--- config.mk ---
export PLATFORM = sky130hd
export DESIGN_NAME = addsub_pipe
export DESIGN_NICKNAME = d
export VERILOG_FILES = /design/src/rtl/alu_pkg.sv /design/src/rtl/addsub_seg.sv /design/src/rtl/addsub_pipe.sv
export SDC_FILE = /design/constraint.sdc
export NUM_CORES = 1
export LEC_CHECK = 0
export CORE_ASPECT_RATIO = 1.5
export CORE_MARGIN = 1.5
export CORE_UTILIZATION = 35
export CTS_CLUSTER_SIZE = 10
export DETAILED_ROUTE_END_ITERATION = 10
export PLACE_DENSITY = 0.56
export REMOVE_ABC_BUFFERS = 1
export SLEW_MARGIN = 20
export SYNTH_ARGS = -nofsm -noshare
export SYNTH_HDL_FRONTEND = slang
export SYNTH_SLANG_ARGS = --single-unit
--- constraint.sdc ---
create_clock -name clk -period 3.3 [get_ports clk]
set_input_delay 0.33 -clock clk [delete_from_list [all_inputs] [get_ports clk]]
set_output_delay 0.33 -clock clk [all_outputs]
set_load 0.02 [all_outputs]
--- src/rtl/alu_pkg.sv ---
// alu_pkg: operation encoding shared by the ALU decoder and the add/subtract unit.
//   op_t            2-bit ALU add/sub operation code
//   op_is_sub()     operation subtracts (B is inverted, carry-in forced to 1)
//   op_is_signed()  operation reports signed overflow
package alu_pkg;

    typedef enum logic [1:0] {
        OP_ADD  = 2'b00,
        OP_ADDU = 2'b01,
        OP_SUB  = 2'b10,
        OP_SUBU = 2'b11
    } op_t;

    function automatic logic op_is_sub(input op_t op);
        return (op == OP_SUB) || (op == OP_SUBU);
    endfunction

    function automatic logic op_is_signed(input op_t op);
        return (op == OP_ADD) || (op == OP_SUB);
    endfunction

endpackage

--- src/rtl/addsub_seg.sv ---
// addsub_seg: one SW-bit slice of the pipelined carry chain plus its stage register.
// Slice IDX adds bits [IDX*SW +: SW] of a_i and b_i with cin_i and writes them into the
// running partial sum. Operands, op and partial sum travel full-width; bits no later
// stage reads have no loads.
//   clk_i, rst_ni    clock, synchronous active-low reset
//   valid_i          upstream beat valid (taken when this stage can accept)
//   ready_i          downstream takes this stage's content this cycle
//   a_i, b_i         operand A and conditioned operand B'
//   sum_i, cin_i     partial sum of lower slices, carry into this slice
//   op_i             operation travelling with the beat
//   valid_o          stage holds a beat
//   a_o, b_o, sum_o  registered operands and partial sum
//   cout_o, op_o     registered carry-out of this slice and op
module addsub_seg
    import alu_pkg::*;
#(
    parameter int unsigned WIDTH = 32,
    parameter int unsigned SW    = 16,
    parameter int unsigned IDX   = 0
) (
    input  logic             clk_i,
    input  logic             rst_ni,
    input  logic             valid_i,
    input  logic             ready_i,
    input  logic [WIDTH-1:0] a_i,
    input  logic [WIDTH-1:0] b_i,
    input  logic [WIDTH-1:0] sum_i,
    input  logic             cin_i,
    input  op_t              op_i,
    output logic             valid_o,
    output logic [WIDTH-1:0] a_o,
    output logic [WIDTH-1:0] b_o,
    output logic [WIDTH-1:0] sum_o,
    output logic             cout_o,
    output op_t              op_o
);

    localparam int unsigned LSB = IDX * SW;

    logic             valid_q;
    logic             load;
    logic [SW:0]      slice;
    logic [WIDTH-1:0] sum_d;
    logic [WIDTH-1:0] a_q;
    logic [WIDTH-1:0] b_q;
    logic [WIDTH-1:0] sum_q;
    logic             cout_q;
    op_t              op_q;

    // Accept when empty or when the current content leaves this cycle.
    assign load  = valid_i & (~valid_q | ready_i);
    assign slice = {1'b0, a_i[LSB +: SW]} + {1'b0, b_i[LSB +: SW]} + {{SW{1'b0}}, cin_i};

    always_comb begin
        sum_d             = sum_i;
        sum_d[LSB +: SW]  = slice[SW-1:0];
    end

    always_ff @(posedge clk_i) begin
        if (!rst_ni) begin
            valid_q <= 1'b0;
            a_q     <= '0;
            b_q     <= '0;
            sum_q   <= '0;
            cout_q  <= 1'b0;
            op_q    <= OP_ADD;
        end else begin
            if (load) begin
                valid_q <= 1'b1;
            end else if (ready_i) begin
                valid_q <= 1'b0;
            end
            // Data only changes on load, so a blocked stage holds its beat unchanged.
            if (load) begin
                a_q    <= a_i;
                b_q    <= b_i;
                sum_q  <= sum_d;
                cout_q <= slice[SW];
                op_q   <= op_i;
            end
        end
    end

    assign valid_o = valid_q;
    assign a_o     = a_q;
    assign b_o     = b_q;
    assign sum_o   = sum_q;
    assign cout_o  = cout_q;
    assign op_o    = op_q;

endmodule

--- src/rtl/addsub_pipe.sv ---
// addsub_pipe: pipelined signed/unsigned add/subtract with MIPS overflow semantics.
// The carry chain is split into SEGS slices of WIDTH/SEGS bits, one pipeline stage each,
// with a valid/ready handshake and full backpressure.
//   clk, rst_n          clock, synchronous active-low reset
//   in_valid, in_ready  operand beat handshake (in_ready may depend on out_ready)
//   op                  00 ADD, 01 ADDU, 10 SUB, 11 SUBU
//   in1, in2            operands A and B
//   out_valid, out_ready result beat handshake
//   result              A+B or A-B modulo 2^WIDTH
//   carry               carry-out of the top bit (for subtraction: 1 = no borrow)
//   overflow            signed overflow, ADD/SUB only
//   zero                result is zero (only asserted with out_valid)
module addsub_pipe
    import alu_pkg::*;
#(
    parameter int unsigned WIDTH = 32,
    parameter int unsigned SEGS  = 2
) (
    input  logic             clk,
    input  logic             rst_n,
    input  logic             in_valid,
    output logic             in_ready,
    input  logic [1:0]       op,
    input  logic [WIDTH-1:0] in1,
    input  logic [WIDTH-1:0] in2,
    output logic             out_valid,
    input  logic             out_ready,
    output logic [WIDTH-1:0] result,
    output logic             carry,
    output logic             overflow,
    output logic             zero
);

    localparam int unsigned SW = WIDTH / SEGS;

    // Index k is the input of stage k; index SEGS is the last stage's register.
    logic             v_s   [SEGS+1];
    logic             rdy   [SEGS+1];
    logic [WIDTH-1:0] a_s   [SEGS+1];
    logic [WIDTH-1:0] b_s   [SEGS+1];
    logic [WIDTH-1:0] sum_s [SEGS+1];
    logic             c_s   [SEGS+1];
    op_t              op_s  [SEGS+1];

    op_t  op_in;
    logic sub;
    logic a_msb;
    logic b_msb;
    logic unused_ab;

    assign op_in = op_t'(op);
    assign sub   = op_is_sub(op_in);

    // Subtraction is A + ~B + 1.
    assign v_s[0]   = in_valid;
    assign a_s[0]   = in1;
    assign b_s[0]   = sub ? ~in2 : in2;
    assign sum_s[0] = '0;
    assign c_s[0]   = sub;
    assign op_s[0]  = op_in;

    // rdy[k]: stage k can take a beat; a full stage frees up when everything below drains.
    always_comb begin
        for (int k = 0; k <= SEGS; k++) begin
            rdy[k] = 1'b0;
        end
        rdy[SEGS] = out_ready;
        for (int k = SEGS - 1; k >= 0; k--) begin
            rdy[k] = ~v_s[k+1] | rdy[k+1];
        end
    end

    assign in_ready = rst_n & rdy[0];

    for (genvar k = 0; k < SEGS; k++) begin : g_seg
        addsub_seg #(
            .WIDTH (WIDTH),
            .SW    (SW),
            .IDX   (k)
        ) u_seg (
            .clk_i   (clk),
            .rst_ni  (rst_n),
            .valid_i (v_s[k]),
            .ready_i (rdy[k+1]),
            .a_i     (a_s[k]),
            .b_i     (b_s[k]),
            .sum_i   (sum_s[k]),
            .cin_i   (c_s[k]),
            .op_i    (op_s[k]),
            .valid_o (v_s[k+1]),
            .a_o     (a_s[k+1]),
            .b_o     (b_s[k+1]),
            .sum_o   (sum_s[k+1]),
            .cout_o  (c_s[k+1]),
            .op_o    (op_s[k+1])
        );
    end

    assign a_msb     = a_s[SEGS][WIDTH-1];
    assign b_msb     = b_s[SEGS][WIDTH-1];
    // Only the operand sign bits are needed past the adder.
    assign unused_ab = ^{a_s[SEGS][WIDTH-2:0], b_s[SEGS][WIDTH-2:0]};

    assign out_valid = v_s[SEGS];
    assign result    = sum_s[SEGS];
    assign carry     = c_s[SEGS];
    assign overflow  = op_is_signed(op_s[SEGS]) & (a_msb == b_msb) & (result[WIDTH-1] != a_msb);
    // Gated with valid so the idle/reset value is 0 rather than "result is zero".
    assign zero      = v_s[SEGS] & (result == '0);

endmodule

# After elaboration in Yosys (flattened, before gate mapping)
# Cells that the tools add are included.
# totals
reg_bits	184
output_inout_bits	37
wordCells	43
# classes
n_addsub	4
n_eq_ne	5
n_mux	5
bitwise	11
n_reduce_logical	6
# op_table
op	count
$add A16 B16 Y17	2
$add A17 B1 Y17	2
$logic_not A32 Y1	1
$mux W32	1
$not A32 Y32	1
$and A1 B1 Y1	6
$eq A2 B2 Y1 const B	3
$mux W1	4
$reduce_bool A2 Y1	2
$logic_not A2 Y1	1
$logic_or A1 B1 Y1	2
$not A1 Y1	2
$or A1 B1 Y1	2
$eq A1 B1 Y1	1
$ne A1 B1 Y1	1

# Logic depth before layout (Yosys ltp)
# Gate-level depths: netlist of the first run.
# depth
depth_word	5
depth_mapped	12
mapped_depth_nobuf	10

# Cells and area by module
# A second synthesis of the first run with hierarchy kept.
# unflattened
hier_cells	1110
area_unflattened_um2	9217.6
# by_module_without_submodules
module	n_inst	cells_each	area_per_inst_um2	seq_area_each_um2
addsub_seg at g_seg[1].u_seg	1	537	4448.0	2001.9
addsub_seg at g_seg[0].u_seg	1	516	4325.4	2001.9
addsub_pipe	1	57	444.2	0.0

# Least setup slack after synthesis of the first run
# OpenSTA, ideal clock, no wires.
# synth_timing
path_type	input -> register
start	input op[1]
end	register g_seg[0].u_seg.sum_q[15]
setup_time_ps	79
arrival_ps	2653
required_ps	3221
slack_ps	568
cell_stages	12
path_buffers	3
cell_sequence	buf_6 > buf_2 > buf_2 > xor2_1 > ha_1 > a21o_1 > a31oi_1 > nand2_2 > o2111a_1 > o21ai_1 > mux2_1 > o211ai_1
# synth_via
elab_chain_len	5
# synth_lines
element	line	text
start: declaration	addsub_pipe.sv:23	input logic [1:0] op,
$eq A2 B2 Y1	alu_pkg.sv:15	return (op == OP_SUB) || (op == OP_SUBU);
$logic_or A1 B1 Y1 *	alu_pkg.sv:15	
$mux W32	addsub_pipe.sv:57	assign b_s[0] = sub ? ~in2 : in2;
$add A16 B16 Y17	addsub_seg.sv:52	assign slice = {1'b0, a_i[LSB +: SW]} + {1'b0, b_i[LSB +: SW]} + {{SW{1'b0}}, cin_i};
$add A17 B1 Y17 *	addsub_seg.sv:52	
end signal: assignment	addsub_seg.sv:77	sum_q <= sum_d;
end: declaration	addsub_seg.sv:46	logic [WIDTH-1:0] sum_q;
# Mark *: on every way between the ends. The rest lies on a longest branch, timed or not.
# A chain may end at the register's enable or synchronous reset.

# Final worst setup path of the first run
# layout_timing
start	register g_seg[1].u_seg.sum_q[26]
end	output zero
# layout_via
elab_chain_len	2
# layout_lines
element	line	text
start: declaration	addsub_seg.sv:46	
start signal: assignment	addsub_seg.sv:77	
$logic_not A32 Y1	addsub_pipe.sv:109	assign zero = v_s[SEGS] & (result == '0);
$and A1 B1 Y1	addsub_pipe.sv:109	
end: declaration	addsub_pipe.sv:31	output logic zero
# Every way passes these cells.

==> results of run 1 <==
flip-flops by register name, indices dropped and copies added (netlist names):
signal and flops:
g_seg.u_seg.cout_o 2, g_seg.u_seg.op_o 2, g_seg.u_seg.sum_o 48, g_seg.u_seg.b_o 17, g_seg.u_seg.valid_o 2, g_seg.u_seg.a_o 17
metal layers:
metal  GRT usage [%]  part of all wire [%]
met5               0                     0
met2            33.4                    53
met3            2.41                   3.3
met1            20.1                    41
met4            6.55                   2.0
worst min-delay path: stages, from the launching register on:
cell	delay, ns
dfxtp_1	0.31
nand2_1	0.05
a21oi_1	0.05
worst max-delay path by stage:
| stage | from | cells past startpoint | end | slack, ns |
|---|---|---|---|---|
| finish | g_seg[1].u_seg.sum_o[26] | 4 | zero | 0.56 |
| CTS | g_seg[1].u_seg.sum_o[26] | 4 | zero | 0.51 |
| global placement | in2[0] | 11 | g_seg[0].u_seg.cout_o | 0.44 |
| global route | g_seg[1].u_seg.sum_o[26] | 4 | zero | 0.49 |
| detailed placement | in2[0] | 11 | g_seg[0].u_seg.sum_o[12] | 0.41 |
| floorplan | g_seg[1].u_seg.valid_o | 6 | g_seg[0].u_seg.sum_o[15] | 0.32 |
where the power goes:
| part | switching [mW] | total (mW) | internal, mW |
|---|---|---|---|
| registers | 0.0541 | 1.20 | 1.14 |
| logic | 0.372 | 0.704 | 0.332 |
| clock network | 0.423 | 1.01 | 0.583 |
cell usage after synthesis (7+ instances only):
cell type  number  area, um^2
a211oi_1       27         203
a21o_1         14         105
a21oi_1        68         340
a31oi_1         8        50.1
buf_2           9        45.0
clkbuf_1       23        86.3
dfxtp_1        88        1760
ha_1           31         388
inv_1          11        41.3
nand2_1       104         390
nand3_1        18        90.1
nor2_1         31         116
nor3_1          9        45.0
nor4_1          9        56.3
o211ai_1        7        52.6
o21ai_0        17        85.1
o21ai_1         8        40.0
or3_1           7        43.8
xnor2_1        25         219
xor2_1         25         219
cell families (layout without fill, tap and decap cells):
group	Yosys count	in the layout	share of synthesized area, %
AO/OA/AOI/OAI	169	169	21.8
XOR/XNOR	50	50	8.97
adder cells (fa/ha/maj)	34	34	9.17
buffers and inverters	49	143	4.15
flip-flops	88	88	36.1
multiplexers	3	3	0.666
AND/OR/NAND/NOR	204	204	19.2
placed cells by master, fill, tap and decap left out, types with 11 or more instances in the layout:
cell	count
a21o_1	14
ha_1	31
nor2_1	31
nand2_1	104
dfxtp_1	88
a21oi_1	68
a211oi_1	27
inv_1	11
clkdlybuf4s50_1	105
xor2_1	25
o21ai_0	17
xnor2_1	25
nand3_1	18
metrics by stage:
step | total power, mW | cells | util (%)
2_1_floorplan | 1.65 | 560 | -
3_3_place_gp | 1.92 | 838 | 44.9
3_5_place_dp | 1.93 | 838 | 44.9
4_1_cts | 2.93 | 853 | 47.0
5_1_grt | 3.06 | 853 | 47.0
6_report | 2.91 | 853 | 47.0
final cells by class:
class | instances | area, um^2 | area share [%]
clock buffers | 10 | 229 | 3.60
clock inverters | 5 | 58.8 | 0.924
inverters | 12 | 45.0 | 0.708
multi-input cells | 460 | 2920 | 45.9
flip-flops and latches | 88 | 1760 | 27.7
well taps | 162 | 203 | 3.19
repair buffers | 116 | 1140 | 18.0
==> out/results.tsv, run 1 <==
stage	metric	value	unit
sta	layout_min_cycle_time	2.74	ns
worst_hold_path	min_path_cells	2	
floorplan	dieArea	14700	um^2
global_routing	grt_pass1_wl	20800	um
route	wirelength	12900	um
route	via_count	4450	
sta	hold_violations	0	
logic_synthesis	avgSynthCellArea	8.18	um^2
route	ant_nets	0	
sta	fin_setup_tns	0	ns
worst_hold_path	hp-class	flop to flop	
cells_and_area	layout-drive-gt1-share	5.50	%
critical_path	critPathTopFamily	simple AND/OR/NAND/NOR gates	
critical_path	critPathRequiredTime	2.97	ns
sta	setup_viol	0	
global_routing	antenna_found_initial	0	
clock_network	numCtsBuffers	9	
place	dp_slack	0.414	ns
logic_synthesis	synth_warnings	0	
floorplan	rows	52	
place	finalWeightedCongestion	0.906	
sta	holdWs	0.450	ns
cells_and_area	antenna_cells	0	
run	cap_violations	0	
logic_synthesis	synth_edf_count	0	
logic_synthesis	syn_area	4880	um^2
global_routing	grt_use_total	17.8	%
global_routing	grt_remaining_overflow	0	
logic_synthesis	synthArstFlopShare	0	%
route	wire_per_inst	15.2	um
worst_hold_path	hp-start	g_seg[0].u_seg.op_o[0]	
clock_network	numClockSinks	88	
power	peakVddDrop	0.293	mV
clock_network	path_clk_slew	0.07	ns
critical_path	worst_r2r_startpoint	g_seg[0].u_seg.a_o[16]	
logic_synthesis	postSynthCellCount	597	
sta	max_slew.worst_pin.slew	0.810	ns
clock_network	clk_latency	0.34	ns
critical_path	r2r_cells	9	
route	vias_per_cell	5.22	
critical_path	crit_fanout	3	
critical_path	cpMaxStageDelayCell	clkdlybuf4s50_1	
worst_hold_path	holdPathEnd	g_seg[1].u_seg.op_o[0]	
logic_synthesis	ys_seq_area_share	36.1	%
global_routing	grt_pass1_vias	4251	
sta	maxSlewViolCount	0	
critical_path	crit_path_start_kind	flop	
critical_path	cp_num_buf_inv	1	
route	firstDrtPassIters	4	
critical_path	r2r_slack	0.64	ns
route	drc_errors	0	
sta	slew-limit-headroom	46.0	%
floorplan	die_w	99.4	um
clock_network	cts_max_path_buffers	2	
logic_synthesis	synth-main-ff-cell	dfxtp_1	
route	drtIter0Drc	114	
critical_path	timing.rr.end	g_seg[1].u_seg.cout_o	
floorplan	start_util	36.1	%
floorplan	coreArea	13500	um^2
cells_and_area	fill_cells	1338	
critical_path	cp.arrival	2.41	ns
floorplan	boundaryPins	107	
cells_and_area	areaGrowthSynthToFinish	30.3	%
place	placed_area	6070	um^2
sta	fin_skew	0.00558	ns
critical_path	critPathKind	flop to output port	
clock_network	cts_root_buf	clkbuf_16	
power	p_per_area	457	nW/um^2
clock_network	post_cts_resized	0	
sta	fmax	365	MHz
logic_synthesis	synth_cell_types	57	
cells_and_area	nets	791	
clock_network	tritoncts	built	
cells_and_area	design_area	6360	um^2
sta	timing.final.ws_setup	0.562	ns
run_status	status	finished clean	
place	dp_hpwl	9740	um
clock_network	hold_buffers	0	
critical_path	end_kind	output port	
clock_network	htreeDepth	3	
logic_synthesis	ys_seq_elements	88	
sta	fin_crit_sh	83.0	%
critical_path	cp_cell_sequence	nor4_1 > nand4_1 > nor3_1 > clkdlybuf4s50_1	
floorplan	die-height	148	um
clock_network	post_cts_buffers	0	
critical_path	slowest_delay	0.67	ns
power	p_leak	2.50	nW
place	portBuffers	106	
sta	rsz0062_at_grt	no	
global_routing	grt_max_degree	77	
Power figures use the tool's default switching activity.
==> inputs of run 2 (changes only) <==
--- a/config.mk
+++ b/config.mk
@@ -10,7 +10,7 @@
 export CORE_UTILIZATION = 35
 export CTS_CLUSTER_SIZE = 10
 export DETAILED_ROUTE_END_ITERATION = 10
-export PLACE_DENSITY = 0.56
+export PLACE_DENSITY = 0.58
 export REMOVE_ABC_BUFFERS = 1
 export SLEW_MARGIN = 20
 export SYNTH_ARGS = -nofsm -noshare
==> constraint.sdc (replaced) <==
create_clock -name clk -period 2.34 [get_ports clk]
set_input_delay 0.234 -clock clk [delete_from_list [all_inputs] [get_ports clk]]
set_output_delay 0.234 -clock clk [all_outputs]
set_load 0.02 [all_outputs]
==> out/results.tsv, run 2 (synthesized netlist as in run 1, its figures left out) <==
stage	metric	value	unit	change
worst_hold_path	hp-class	primary input to flop		
floorplan	die-height	148	um	unchanged
place	numPlacedInstances	872		+4.1%
worst_hold_path	hp-start	in1[18]		
worst_hold_path	min_path_cells	3		+1
sta	layout_min_cycle_time	2.41	ns	
critical_path	cp_cell_sequence	fa_2 > fa_2 > a21o_1 > a21o_1 > a21oi_2 > o21ai_2 > a41o_1 > o2111ai_2 > a31oi_1		
floorplan	die_w	99.4	um	unchanged
global_routing	antenna_found_initial	0		unchanged
route	drc_errors	0		unchanged
critical_path	crit_fanout	4		+1
sta	fmax	415	MHz	
critical_path	critPathKind	flop to flop		
global_routing	grt_remaining_overflow	0		unchanged
cells_and_area	mostFrequentLayoutCells	nand2_1 (104), clkdlybuf4s50_1 (102), dfxtp_1 (87), a21oi_1 (63), buf_4 (49)		
clock_network	cts_root_buf	clkbuf_16		
sta	max_slew.worst_pin.slew	0.556	ns	-0.254 ns
global_routing	grt_pass1_wl	21400	um	+2.8%
global_routing	grt_use_total	18.4	%	+0.64 points
floorplan	rows	52		unchanged
floorplan	boundaryPins	107		unchanged
critical_path	cp_num_buf_inv	0		-1
critical_path	cpMaxStageDelayCell	fa_2		
sta	slew-limit-headroom	62.8	%	+17 points
cells_and_area	nets	832		+5.2%
run_status	status	finished, violations left		
cells_and_area	finalNonFillerCells	895		+4.9%
run_status	violations	setup timing		
critical_path	end_kind	flop		
clock_network	cts_max_path_buffers	2		unchanged
clock_network	path_clk_slew	0.06	ns	about the same
sta	hold_violations	0		unchanged
clock_network	numClockSinks	88		unchanged
floorplan	coreArea	13500	um^2	unchanged
sta	rsz0062_at_grt	yes		
sta	holdWs	0.443	ns	-0.00706 ns
sta	fin_crit_sh	103	%	
clock_network	tritoncts	built		
cells_and_area	areaGrowthSynthToFinish	39.6	%	
critical_path	r2r_slack	-0.07	ns	-0.71 ns
critical_path	timing.rr.end	g_seg[1].u_seg.cout_o		
route	vias_per_cell	5.21		-0.17%
sta	setup_viol	4		+4
route	via_count	4661		+4.7%
route	wirelength	13500	um	+4.0%
route	ant_nets	0		unchanged
place	dp_slack	-0.444	ns	-0.858 ns
place	placed_area	6340	um^2	+4.4%
critical_path	cp.arrival	2.60	ns	+0.19 ns
power	p_leak	2.75	nW	+9.8%
power	peakVddDrop	0.312	mV	+6.4%
critical_path	critPathRequiredTime	2.53	ns	-0.44 ns
critical_path	worst_r2r_startpoint	g_seg[0].u_seg.cout_o		
clock_network	numCtsBuffers	9		unchanged
clock_network	clk_latency	0.34	ns	about the same
cells_and_area	design_area	6810	um^2	+7.1%
route	firstDrtPassIters	4		unchanged
sta	fin_skew	0.00523	ns	-0.000350 ns
cells_and_area	layout_commonest_cell	nand2_1		
sta	maxSlewViolCount	0		unchanged
critical_path	critPathTopFamily	compound AO/OA/AOI/OAI gates		
critical_path	crit_path_start_kind	flop		
cells_and_area	layout-drive-gt1-share	14.2	%	+8.7 points
global_routing	grt_pass1_vias	4496		+5.8%
critical_path	r2r_cells	9		unchanged
run	cap_violations	0		unchanged
power	p_per_area	615	nW/um^2	+35%
worst_hold_path	holdPathEnd	g_seg[0].u_seg.a_o[18]		
sta	timing.final.ws_setup	-0.0693	ns	-0.632 ns
place	dp_hpwl	10100	um	+3.4%
clock_network	htreeDepth	3		unchanged
cells_and_area	antenna_cells	0		unchanged
route	drtIter0Drc	183		+61%
route	wire_per_inst	15.0	um	-0.86%
critical_path	slowest_delay	0.41	ns	-0.26 ns
place	portBuffers	106		unchanged
place	finalWeightedCongestion	0.894		-1.3%
global_routing	grt_max_degree	76		-1.3%
cells_and_area	largest_reg_flops	48		unchanged
floorplan	start_util	36.1	%	unchanged
floorplan	dieArea	14700	um^2	unchanged
run 2: changes by cell type in the layout (fill, tap and decap cells not counted), moves of 3 or more:
cell             delta
buf_4              +40
a21oi_1             -5
a21oi_2             +5
o21ai_0             -4
a211oi_1            -3
clkbuf_8            +3
clkdlybuf4s50_1     -3
fa_1                -3
fa_2                +3
run 2: worst max-delay path by stage:
stage	end	slack, ns	startpoint	cells past startpoint
detailed placement	g_seg[0].u_seg.sum_o[12]	-0.44	in2[0]	11
floorplan	g_seg[0].u_seg.sum_o[15]	-0.64	g_seg[1].u_seg.valid_o	6
global route	g_seg[1].u_seg.cout_o	-0.17	g_seg[0].u_seg.cout_o	9
finish	g_seg[1].u_seg.cout_o	-0.07	g_seg[0].u_seg.cout_o	9
CTS	g_seg[1].u_seg.cout_o	-0.07	g_seg[0].u_seg.cout_o	9
global placement	g_seg[0].u_seg.cout_o	-0.35	in2[0]	11
run 2: where the power goes:
part / internal, mW / switching (mW) / leakage [nW]
Sequential: 1.61 / 0.0788 / 0.723
Combinational: 0.560 / 0.566 / 1.89
Clock: 0.806 / 0.569 / 0.139
run 2: what timing repair did:
| action | 4_1_cts | 5_1_grt |
|---|---|---|
| buffers inserted | 1 | 6 |
| hold buffers | 0 | 0 |
| pin swaps | 20 | 19 |
| setup endpoints to repair | 12 | 18 |
| gates resized for setup | 17 | 19 |
run 2: layout make-up:
cell class	instances	area, um^2
Clock inverter	2	12.5
Inverter	12	45.0
Fill cell	1340	6720
Timing Repair Buffer	157	1460
Sequential cell	88	1760
Clock buffer	14	274
Tap cell	162	203
Multi-Input combinational cell	460	3050
run 2: worst register-to-register path: stages (launching register included):
cell       delay, ns
dfxtp_2         0.33
fa_2            0.41
fa_2            0.39
a21o_1          0.18
a21o_1          0.18
a21oi_2         0.16
o21ai_2         0.11
a41o_1          0.23
o2111ai_2       0.17
a31oi_1         0.10
run 2: layer usage:
metal / global-route usage, % / vias to the layer above / wire length [um]
li1: - / 2373 / -
met5: 0 / - / 0
met2: 34.5 / 110 / 7210
met1: 20.2 / 2152 / 5380
met3: 2.70 / 26 / 465
met4: 8.31 / 0 / 403
run 2: per-stage QoR:
| step | TNS [ns] | utilization (%) | total power [mW] |
|---|---|---|---|
| after CTS | -0.180 | 49.4 | 4.19 |
| after floorplan | -18.93 | - | 2.32 |
| after detailed placement | -3.80 | 46.9 | 2.80 |
| final | -0.110 | 50.4 | 4.19 |
| after global placement | -3.33 | 46.9 | 2.78 |
| after global routing | -0.786 | 50.4 | 4.41 |
==> edit, RTL diff (flow settings as in run 1) <==
Register the output `overflow`, without a reset; this adds one clock of latency there. The other outputs are not delayed to match.
--- a/src/rtl/addsub_pipe.sv
+++ b/src/rtl/addsub_pipe.sv
@@ -106,3 +106,5 @@
     assign carry     = c_s[SEGS];
-    assign overflow  = op_is_signed(op_s[SEGS]) & (a_msb == b_msb) & (result[WIDTH-1] != a_msb);
+    always_ff @(posedge clk) begin
+        overflow <= op_is_signed(op_s[SEGS]) & (a_msb == b_msb) & (result[WIDTH-1] != a_msb);
+    end
     // Gated with valid so the idle/reset value is 0 rather than "result is zero".
Formal check against the unedited RTL: not equivalent (Yosys sat finds a counterexample within 4 cycles, from zero or initial values and one cycle with rst_n low).
==> edit against run 1 <==
- worst setup slack better by 0.067 ns
- power rose by 1.6%
- combinational power hardly changed
- count of clock-buffer cells in the layout down 1
- cell count increased by 0.47%
- core utilization is 0.051 points higher
- routed wire length is 1.5% higher
- synthesized cell count increased by 0.17%
- fmax grew 2.5%
- sequential cell count up 1
- synthesized area is 0.41% higher
- hold slack worse by 0.033 ns
- design area rose by 0.59%
==> edit: results (changes against run 1) <==
async_flop_share_pct: 0  # unchanged
dp.cells: 841  # +0.36%
final_nets: 794  # +0.38%
hold-path-endpoint: "overflow$_DFF_P_"
synth_cell_types: 57  # unchanged
routed_wl_um: 13100  # +1.5%
whs_ns: 0.417  # -0.0330 ns
grt_usage_pct: 18.6  # +0.79 points
wirelength_met1_um: 5380  # +0.64%
wl_met3_um: 420  # -2.6%
synth_warnings: 0  # unchanged
crit_end: "zero"
fillers: 1343  # +0.37%
grt_first_pass_wirelength_um: 21700  # +4.5%
netlist_instances: 598  # +0.17%
synthTopCellsByArea: "dfxtp_1 36%, nand2_1 8.0%, ha_1 7.9%"
place_congestion: 0.928  # +2.3%
slowest_delay_ns: 0.67  # about the same
crit_arrival_ns: 2.34  # -0.07 ns
yosysSeqAreaShare_pct: 36.3  # +0.26 points
cts_resized: 0  # unchanged
multi_input_area_share_pct: 45.7  # -0.27 points
crit_fanout: 3  # unchanged
relSlewSlack_pct: 46.8  # +0.80 points
wl_met2_um: 7030  # +1.8%
p_leak_nw: 2.53  # +0.99%
dpl-instance-area_um2: 6100  # +0.37%
signal_buffers: 118  # +1.7%
ff2ff_path_depth: 9  # unchanged
dp_slack_ns: 0.392  # -0.0217 ns
largest_register_ffs: 48  # unchanged
drt-initial-drc-count: 155  # +36%
drive_gt1_share_pct: 6.04  # +0.54 points
clk_path_buf_depth: 2  # unchanged
ir_drop_uv: 290  # -0.94%
synthToLayoutAreaGrowth_pct: 30.6
seq_area_um2: 1780  # +1.1%
clkTransAtPathRegs_ns: 0.07  # about the same
layout.nonclk_buf_share_pct: 17.9  # -0.066 points
status: "finished, final reports clean"
nClkBuffers: 9  # -1
dp_hpwl_um: 9900  # +1.7%
clock_sinks: 89  # +1.1%
hold_path_depth: 1  # -1
finalClockSkew_ns: 0.00676  # +0.00119 ns
grt_max_degree: 76  # -1.3%
finalWorstSetupSlack_ns: 0.629  # +0.0670 ns
via_per_inst: 5.23  # +0.18%
yosys-top-cells-count: "104 x nand2_1, 89 x dfxtp_1, 68 x a21oi_1, 31 x ha_1, 31 x nor2_1"
rrSetupSlack_ns: 0.63
hp-start: "g_seg[1].u_seg.op_o[0]$_SDFFE_PN0P_"
cp_top_family: "simple AND/OR/NAND/NOR gates"
vias: 4479  # +0.65%
final-clk-cell-share_pct: 4.73  # +0.21 points
==> edit: changes by cell type after synthesis <==
cell / before / now
dfxtp_1: 88 / 89
==> edit: cells by family (layout without fill, tap and decap cells) <==
group / count (synthesis) / in the layout / synth area share [%]
muxes: 3 / 3 / 0.664
adders and majority gates: 34 / 34 / 9.14
DFF: 89 / 89 / 36.3
buffers and inverters: 49 / 146 / 4.13
and+or+nand+nor: 204 / 204 / 19.1
AOI/OAI and AO/OA: 169 / 169 / 21.7
xor gates and xnor gates: 50 / 50 / 8.93
==> edit: per-layer routing <==
metal | vias to the layer above | track usage [%]
met4 | 0 | 8.10
met1 | 2061 | 21.1
met3 | 19 | 3.07
li1 | 2303 | -
met2 | 96 | 33.8
met5 | - | 0
==> edit: power by group <==
group / total, mW / switching, mW / internal, mW / leakage, nW
sequential: 1.21 / 0.0550 / 1.15 / 0.731
combinational: 0.705 / 0.371 / 0.334 / 1.65
clock: 1.04 / 0.445 / 0.593 / 0.146
